## config.mk

```make
export PLATFORM = sky130hd
export DESIGN_NAME = qam_demapper_ctrl_flat
export DESIGN_NICKNAME = d
export VERILOG_FILES = /design/src/rtl/qam_pkg.sv /design/src/rtl/qam_demapper_ctrl_if.sv /design/src/rtl/qam_ctrl_fifo.sv /design/src/rtl/qam_demapper_ctrl.sv /design/src/flat_wrapper.sv
export SDC_FILE = /design/constraint.sdc
export NUM_CORES = 1
export LEC_CHECK = 0
export ABC_AREA = 1
export BUFFER_PORTS_ARGS = -buffer_cell sky130_fd_sc_hd__buf_2
export CAP_MARGIN = 10
export CORE_AREA = 2 2 88 90
export CTS_CLUSTER_DIAMETER = 40
export CTS_CLUSTER_SIZE = 25
export DETAILED_ROUTE_END_ITERATION = 10
export DIE_AREA = 0 0 90 92
export PLACE_DENSITY = 0.91
export SLEW_MARGIN = 30
export SYNTH_ARGS = -nofsm -noshare
export SYNTH_HDL_FRONTEND = slang
export SYNTH_SLANG_ARGS = --single-unit
export TNS_END_PERCENT = 50
```

## constraint.sdc

```tcl
create_clock -name symbol_clock -period 3.45 [get_ports symbol_clock]
set_clock_uncertainty 0.1 [all_clocks]
set_input_delay 0.69 -clock symbol_clock [delete_from_list [all_inputs] [get_ports symbol_clock]]
set_output_delay 0.69 -clock symbol_clock [all_outputs]
set_load 0.02 [all_outputs]
```

## src/rtl/qam_pkg.sv

```systemverilog
// Shared definitions for the 16-QAM demapper: FSM encodings, widths and the
// saturating magnitude used by both the controller and the datapath.
package qam_pkg;

    localparam int QAM_SYM_W = 8;
    localparam int QAM_VAL_W = 4;

    typedef enum logic [1:0] {
        ST_IDLE = 2'd0,
        ST_CAL  = 2'd1,
        ST_RUN  = 2'd2
    } state_t;

    // |x| for a signed symbol component; -128 has no positive twin and maps to 127.
    function automatic logic [QAM_SYM_W-1:0] sat_abs(input logic signed [QAM_SYM_W-1:0] x);
        logic [QAM_SYM_W-1:0] r;
        if (!x[QAM_SYM_W-1]) begin
            r = $unsigned(x);
        end else if ($unsigned(x) == {1'b1, {(QAM_SYM_W-1){1'b0}}}) begin
            r = {1'b0, {(QAM_SYM_W-1){1'b1}}};
        end else begin
            r = $unsigned(-x);
        end
        return r;
    endfunction

endpackage

```

## src/rtl/qam_demapper_ctrl_if.sv

```systemverilog
// Output stream from the demapper controller toward the bit sink.
// Handshake: data_valid is high whenever data_out holds a value; the value is
// consumed at a rising edge where data_valid and data_ready are both high.
// data_ready may be high while data_valid is low (ignored); data_out reads 0
// while data_valid is low.
interface qam_demapper_ctrl_if;
    import qam_pkg::*;

    logic [QAM_VAL_W-1:0] data_out;
    logic                 data_valid;
    logic                 data_ready;

    modport master (output data_out, output data_valid, input data_ready);
    modport slave  (input data_out, input data_valid, output data_ready);

endinterface

```

## src/rtl/qam_ctrl_fifo.sv

```systemverilog
// Small synchronous FIFO for demapped values. Extra pointer bit separates full
// from empty; a push into a full FIFO is dropped unless a pop happens at the
// same edge, and any drop sets a sticky overflow flag. Head reads 0 when empty.
module qam_ctrl_fifo #(
    parameter int DEPTH = 4,
    parameter int W     = 4
) (
    input  logic         clk,
    input  logic         rst,
    input  logic         push,
    input  logic [W-1:0] push_data,
    input  logic         pop,
    output logic [W-1:0] rd_data,
    output logic         not_empty,
    output logic         overflow
);
    localparam int AW = $clog2(DEPTH);

    logic [AW:0]  wr_ptr_q, wr_ptr_d;
    logic [AW:0]  rd_ptr_q, rd_ptr_d;
    logic [W-1:0] mem_q [DEPTH];
    logic [W-1:0] mem_d [DEPTH];
    logic         overflow_q, overflow_d;
    logic         empty, full, do_pop, do_push;

    // Pointer arithmetic, write steering, drop detection and head selection.
    always_comb begin
        empty      = (wr_ptr_q == rd_ptr_q);
        full       = ((wr_ptr_q - rd_ptr_q) == (AW+1)'(DEPTH));
        do_pop     = pop & ~empty;
        do_push    = push & (~full | do_pop);
        wr_ptr_d   = wr_ptr_q + (AW+1)'(do_push);
        rd_ptr_d   = rd_ptr_q + (AW+1)'(do_pop);
        overflow_d = overflow_q | (push & ~do_push);
        mem_d      = mem_q;
        if (do_push) begin
            mem_d[wr_ptr_q[AW-1:0]] = push_data;
        end
        rd_data    = empty ? '0 : mem_q[rd_ptr_q[AW-1:0]];
        not_empty  = ~empty;
        overflow   = overflow_q;
    end

    // Storage and pointer registers.
    always_ff @(posedge clk or posedge rst) begin
        if (rst) begin
            wr_ptr_q   <= '0;
            rd_ptr_q   <= '0;
            overflow_q <= 1'b0;
            for (int k = 0; k < DEPTH; k++) begin
                mem_q[k] <= '0;
            end
        end else begin
            wr_ptr_q   <= wr_ptr_d;
            rd_ptr_q   <= rd_ptr_d;
            overflow_q <= overflow_d;
            mem_q      <= mem_d;
        end
    end

endmodule

```

## src/rtl/qam_demapper_ctrl.sv

```systemverilog
// Controller for the QAM demapper datapath: calibrates I/Q decision thresholds
// from the mean symbol magnitude, gates symbol loads into the datapath and
// buffers the returned 4-bit values for the downstream sink.
module qam_demapper_ctrl
    import qam_pkg::*;
#(
    parameter int             CAL_LEN        = 16,
    parameter int             FIFO_DEPTH     = 4,
    parameter logic [7:0]     DEFAULT_THRESH = 8'd32
) (
    input  logic                        symbol_clock,
    input  logic                        rst,
    input  logic                        en,
    input  logic                        cal,
    input  logic                        sym_valid,
    input  logic signed [QAM_SYM_W-1:0] I_in,
    input  logic signed [QAM_SYM_W-1:0] Q_in,
    input  logic [QAM_VAL_W-1:0]        dp_val,
    output logic                        dp_load,
    output logic [QAM_SYM_W-1:0]        thresh_i,
    output logic [QAM_SYM_W-1:0]        thresh_q,
    qam_demapper_ctrl_if.master         out_if,
    output logic                        cal_done,
    output logic                        overflow,
    output state_t                      dbg_state
);
    localparam int CAL_W = $clog2(CAL_LEN);
    localparam int ACC_W = QAM_SYM_W + CAL_W;

    state_t               state_q, state_d;
    logic [ACC_W-1:0]     acc_i_q, acc_i_d, acc_q_q, acc_q_d;
    logic [ACC_W-1:0]     sum_i, sum_q;
    logic [CAL_W-1:0]     cnt_q, cnt_d;
    logic [QAM_SYM_W-1:0] thresh_i_q, thresh_i_d, thresh_q_q, thresh_q_d;
    logic                 cal_done_q, cal_done_d;
    logic                 wr_pend_q, wr_pend_d;
    logic                 last_sym;

    // Next-state, calibration accumulation and load gating.
    always_comb begin
        state_d    = state_q;
        acc_i_d    = acc_i_q;
        acc_q_d    = acc_q_q;
        cnt_d      = cnt_q;
        thresh_i_d = thresh_i_q;
        thresh_q_d = thresh_q_q;
        cal_done_d = 1'b0;
        dp_load    = 1'b0;
        sum_i      = acc_i_q + ACC_W'(sat_abs(I_in));
        sum_q      = acc_q_q + ACC_W'(sat_abs(Q_in));
        last_sym   = sym_valid && (cnt_q == CAL_W'(CAL_LEN - 1));

        case (state_q)
            ST_IDLE: begin
                if (en) begin
                    state_d = cal ? ST_CAL : ST_RUN;
                end
            end
            ST_CAL: begin
                if (last_sym) begin
                    // Mean magnitude sits on the 2a decision boundary.
                    thresh_i_d = sum_i[ACC_W-1:CAL_W];
                    thresh_q_d = sum_q[ACC_W-1:CAL_W];
                    cal_done_d = 1'b1;
                    acc_i_d    = '0;
                    acc_q_d    = '0;
                    cnt_d      = '0;
                    state_d    = en ? ST_RUN : ST_IDLE;
                end else if (!en) begin
                    acc_i_d = '0;
                    acc_q_d = '0;
                    cnt_d   = '0;
                    state_d = ST_IDLE;
                end else if (sym_valid) begin
                    acc_i_d = sum_i;
                    acc_q_d = sum_q;
                    cnt_d   = cnt_q + CAL_W'(1);
                end
            end
            ST_RUN: begin
                dp_load = sym_valid & en;
                if (!en) begin
                    state_d = ST_IDLE;
                end else if (cal) begin
                    state_d = ST_CAL;
                end
            end
            default: state_d = ST_IDLE;
        endcase

        // The datapath result arrives one cycle after the load; remember to write it.
        wr_pend_d = dp_load;
    end

    // Controller state registers.
    always_ff @(posedge symbol_clock or posedge rst) begin
        if (rst) begin
            state_q    <= ST_IDLE;
            acc_i_q    <= '0;
            acc_q_q    <= '0;
            cnt_q      <= '0;
            thresh_i_q <= DEFAULT_THRESH;
            thresh_q_q <= DEFAULT_THRESH;
            cal_done_q <= 1'b0;
            wr_pend_q  <= 1'b0;
        end else begin
            state_q    <= state_d;
            acc_i_q    <= acc_i_d;
            acc_q_q    <= acc_q_d;
            cnt_q      <= cnt_d;
            thresh_i_q <= thresh_i_d;
            thresh_q_q <= thresh_q_d;
            cal_done_q <= cal_done_d;
            wr_pend_q  <= wr_pend_d;
        end
    end

    qam_ctrl_fifo #(
        .DEPTH (FIFO_DEPTH),
        .W     (QAM_VAL_W)
    ) u_fifo (
        .clk       (symbol_clock),
        .rst       (rst),
        .push      (wr_pend_q),
        .push_data (dp_val),
        .pop       (out_if.data_ready),
        .rd_data   (out_if.data_out),
        .not_empty (out_if.data_valid),
        .overflow  (overflow)
    );

    assign thresh_i  = thresh_i_q;
    assign thresh_q  = thresh_q_q;
    assign cal_done  = cal_done_q;
    assign dbg_state = state_q;

endmodule

```

## src/flat_wrapper.sv

```systemverilog
// flat-port wrapper written by rule: the top's interface ports become plain ports
module qam_demapper_ctrl_flat import qam_pkg::*;
#(
    parameter int             CAL_LEN        = 16,
    parameter int             FIFO_DEPTH     = 4,
    parameter logic [7:0]     DEFAULT_THRESH = 8'd32
)
  (symbol_clock, rst, en, cal, sym_valid, I_in, Q_in, dp_val, dp_load, thresh_i, thresh_q, cal_done, overflow, dbg_state, out_if_data_out, out_if_data_valid, out_if_data_ready);
  qam_demapper_ctrl_if out_if_i ();
  input  logic symbol_clock;
  input  logic rst;
  input  logic en;
  input  logic cal;
  input  logic sym_valid;
  input  logic signed [QAM_SYM_W-1:0] I_in;
  input  logic signed [QAM_SYM_W-1:0] Q_in;
  input  logic [QAM_VAL_W-1:0] dp_val;
  output logic dp_load;
  output logic [QAM_SYM_W-1:0] thresh_i;
  output logic [QAM_SYM_W-1:0] thresh_q;
  output logic cal_done;
  output logic overflow;
  output state_t dbg_state;
  output wire logic [$bits(out_if_i.data_out)-1:0] out_if_data_out;
  output wire logic [$bits(out_if_i.data_valid)-1:0] out_if_data_valid;
  input wire logic [$bits(out_if_i.data_ready)-1:0] out_if_data_ready;
  assign out_if_data_out = out_if_i.data_out;
  assign out_if_data_valid = out_if_i.data_valid;
  assign out_if_i.data_ready = out_if_data_ready;
  qam_demapper_ctrl #(.CAL_LEN(CAL_LEN), .FIFO_DEPTH(FIFO_DEPTH), .DEFAULT_THRESH(DEFAULT_THRESH)) u_core (.symbol_clock(symbol_clock), .rst(rst), .en(en), .cal(cal), .sym_valid(sym_valid), .I_in(I_in), .Q_in(Q_in), .dp_val(dp_val), .dp_load(dp_load), .thresh_i(thresh_i), .thresh_q(thresh_q), .out_if(out_if_i), .cal_done(cal_done), .overflow(overflow), .dbg_state(dbg_state));
endmodule
```

==> flow_metrics.py <==
metrics = {
    "critical_path": {
        "startpoint_type": "input port",
        "crit_required_ns": 3.59,
        "cp_max_fo": 5,
        "critPathKind": "in -> reg",
        "cp.arrival_ns": 3.25,
        "end_kind": "flip-flop",
    },
    "timing": {
        "worstMarginPinSlew_ns": 0.8543,
        "fmax_mhz": 321.0,
        "finalSetupTns_ns": 0,
        "fin_ws_ns": 0.3349,
        "slew_viol_final": 0,
        "min_period_ns": 3.115,
        "finalSetupViolations": 0,
        "slew_headroom_pct": 43.05,
        "finalHoldViolCount": 0,
        "rsz0062_at_grt": "false",
        "post-route-period-util_pct": 90.29,
        "whs_ns": 0.2880,
    },
    "routing": {
        "vias": 4197,
        "totalWireLength_mm": 10.32,
        "drc": 0,
        "dr.pass1.iters": 5,
        "postRouteAntennaNets": 0,
        "drt-wirelength-per-cell_um": 13.35,
        "vias_per_cell": 5.429,
        "drt_iter0_markers": 255,
    },
    "clock_network": {
        "tritoncts": "done",
        "htree_levels": 3,
        "clkLatencyLatePin_ns": 0.35,
        "post_cts_buffers": 0,
        "clk_pin_slew_worst_paths_ns": 0.08,
        "ctsLongestPathBuffers": 2,
        "cts_buffers": 9,
        "root_buffer": "clkbuf_8",
        "hold_buffers": 0,
        "clock-sinks": 71,
        "cts-resized-gates": 0,
    },
    "global_routing": {
        "grt_pass1_wl_mm": 18.26,
        "grt_util_met1_pct": 33.95,
        "grt_usage_pct": 26.75,
        "grt-busiest-layer": "met2",
        "antenna_found_initial": 0,
        "grt_use_met3_pct": 4.191,
        "grt_max_degree": 31,
        "grt-ovfl-total": 0,
        "grt_pass1_vias": 4188,
        "grt_use_met2_pct": 46.68,
    },
    "placement": {
        "dp.cells": 757,
        "portBuffers": 51,
        "gp_congestion": 0.9316,
        "placed_area_um2": 4865,
        "place_ws_ns": 0.07109,
        "dp_hpwl_mm": 7.709,
    },
    "layout": {
        "finalNonFillerCells": 773,
        "fin_nets": 722,
        "area_growth_pct": 11.83,
        "finish.utilization_pct": 67.98,
        "drive_gt1_share_pct": 13.26,
        "design_area_um2": 5062,
        "antenna_cells": 0,
    },
    "worst_hold_path": {
        "hp-class": "in -> async",
    },
    "yosys": {
        "synth.area.top_cells": "dfrtp_1 38%, nand2_1 17%, ha_1 7.7%",
        "synthCells": 613,
        "synth-seq-cells": 71,
        "yosysSeqAreaShare_pct": 39.30,
        "netlist_area_um2": 4527,
        "synth_cell_types": 36,
        "yosys_most_used_dff": "dfrtp_1",
        "yosysTopAreaCellShare_pct": 38.14,
        "synth_warnings": 0,
        "async_reset_ff_share_pct": 100.0,
        "yosysTopAreaCell": "dfrtp_1",
        "syn_nets": 669,
        "avgSynthCellArea_um2": 7.385,
        "synth_edf_count": 0,
    },
    "run": {
        "maxCapViolCount": 0,
    },
    "power": {
        "ir_drop_uv": 305.1,
        "total_power_mw": 3.281,
        "power.density_nw_per_um2": 648.2,
        "p_leak_nw": 2.891,
    },
    "run_status": {
        "outcome": "complete, no violations",
    },
    "die": {
        "core_um2": 7447,
        "die_h_um": 92,
        "die-width_um": 90,
        "die-area_um2": 8280,
        "core.rowCount": 32,
        "io-pin-count": 52,
        "start_util_pct": 60.79,
    },
}
final cells by class:
class / count / area, um2
flip-flops and latches: 71 / 1779
inverters: 73 / 274.0
clock buffers: 10 / 127.6
well taps: 102 / 127.6
clock inverters: 6 / 70.07
multi-input cells: 455 / 2391
fillers: 635 / 2385
repair buffers: 56 / 292.8
layout by cell type, fill, tap and decap left out, drive strengths merged:
cell type	Yosys	routed
inv	73	74
dfrtp	69	69
fa	2	2
bufinv	0	1
buf	12	56
a22oi	1	1
o21ai	37	37
and3	1	1
nand4	25	25
a21o	2	2
xor2	11	11
nand3b	4	4
o31ai	2	2
o21bai	2	2
nor2	45	45
dfstp	2	2
nor4	2	2
a21boi	2	2
nand3	53	53
clkinvlp	0	3
or2	3	3
nor3	6	6
xnor2	7	7
nand2	212	212
ha	28	28
clkbuf	2	10
clkinv	0	1
a21oi	10	10
state kept, by name, summed over array words and instances, names as in the netlist:
signal	cells
u_core.acc_q_q	12
u_core.thresh_q	8
u_core.thresh_i	8
u_core.cnt_q	4
u_core.acc_i_q	12
u_core.dbg_state	2
u_core.wr_pend_q	1
u_core.u_fifo.mem_q	16
u_core.cal_done	1
u_core.u_fifo.overflow	1
u_core.u_fifo.rd_ptr_q	3
u_core.u_fifo.wr_ptr_q	3
layer usage:
| layer | wire length [um] | up-vias | part of all wire, % |
|---|---|---|---|
| met5 | 0 | - | 0 |
| met4 | 170 | 0 | 1.6 |
| met3 | 537 | 19 | 5.2 |
| met2 | 5093 | 118 | 49 |
| met1 | 4518 | 1980 | 44 |
| li1 | - | 2080 | - |
critical path: stages:
cell and delay [ns]:
buf_2 0.10, inv_1 0.06, ha_1 0.14, inv_1 0.05
nor3_1 0.19, inv_1 0.11, nor3_2 0.21, nand2_1 0.18
nand2_1 0.10, ha_1 0.20, inv_1 0.07, fa_1 0.40
inv_1 0.10, nand3_1 0.09, nand3_1 0.13, nand2_1 0.12
nand2_1 0.09, nand2_1 0.06, nand3_1 0.10, nand2_1 0.05
final timing paths:
kind / from / to / slack, ns / cells past startpoint
hold / removal: rst / u_core.dbg_state[1] / 0.29 / 2
max in group asynchronous: rst / u_core.thresh_i[5] / 2.12 / 3
setup reg to reg: u_core.u_fifo.rd_ptr_q[1] / u_core.u_fifo.mem_q[15] / 1.19 / 8
setup / recovery: Q_in[0] / u_core.acc_q_q[8] / 0.33 / 20
min in group symbol_clock: u_core.thresh_i[5] / u_core.thresh_i[5] / 0.38 / 2
hold reg to reg: u_core.thresh_i[5] / u_core.thresh_i[5] / 0.38 / 2
cells by family after synthesis:
family	Yosys count	synth area share, %
compound gates	56	6.771
xor+xnor	18	3.483
fa+ha+maj	30	8.624
buf+inv	87	7.877
flops	71	39.30
simple gates	351	33.94
cell usage after synthesis, types with 3 or more instances:
| library cell | n |
|---|---|
| nand2_1 | 209 |
| inv_1 | 70 |
| dfrtp_1 | 69 |
| nand3_1 | 50 |
| nor2_1 | 44 |
| o21ai_0 | 31 |
| ha_1 | 28 |
| nand4_1 | 25 |
| xor2_1 | 11 |
| a21oi_1 | 10 |
| buf_2 | 8 |
| xnor2_1 | 7 |
| nor3_1 | 5 |
| o21ai_1 | 5 |
| nand3b_1 | 4 |
| inv_2 | 3 |
| nand2_2 | 3 |
| nand3_4 | 3 |
| or2_2 | 3 |
power by group:
| part | switching [mW] | internal, mW | leakage (nW) |
|---|---|---|---|
| Combinational | 0.942 | 0.479 | 1.85 |
| Clock | 0.331 | 0.338 | 0.0891 |
| Sequential | 0.176 | 1.02 | 0.952 |
| Total | 1.45 | 1.83 | 2.89 |
Power figures use the tool's default switching activity.
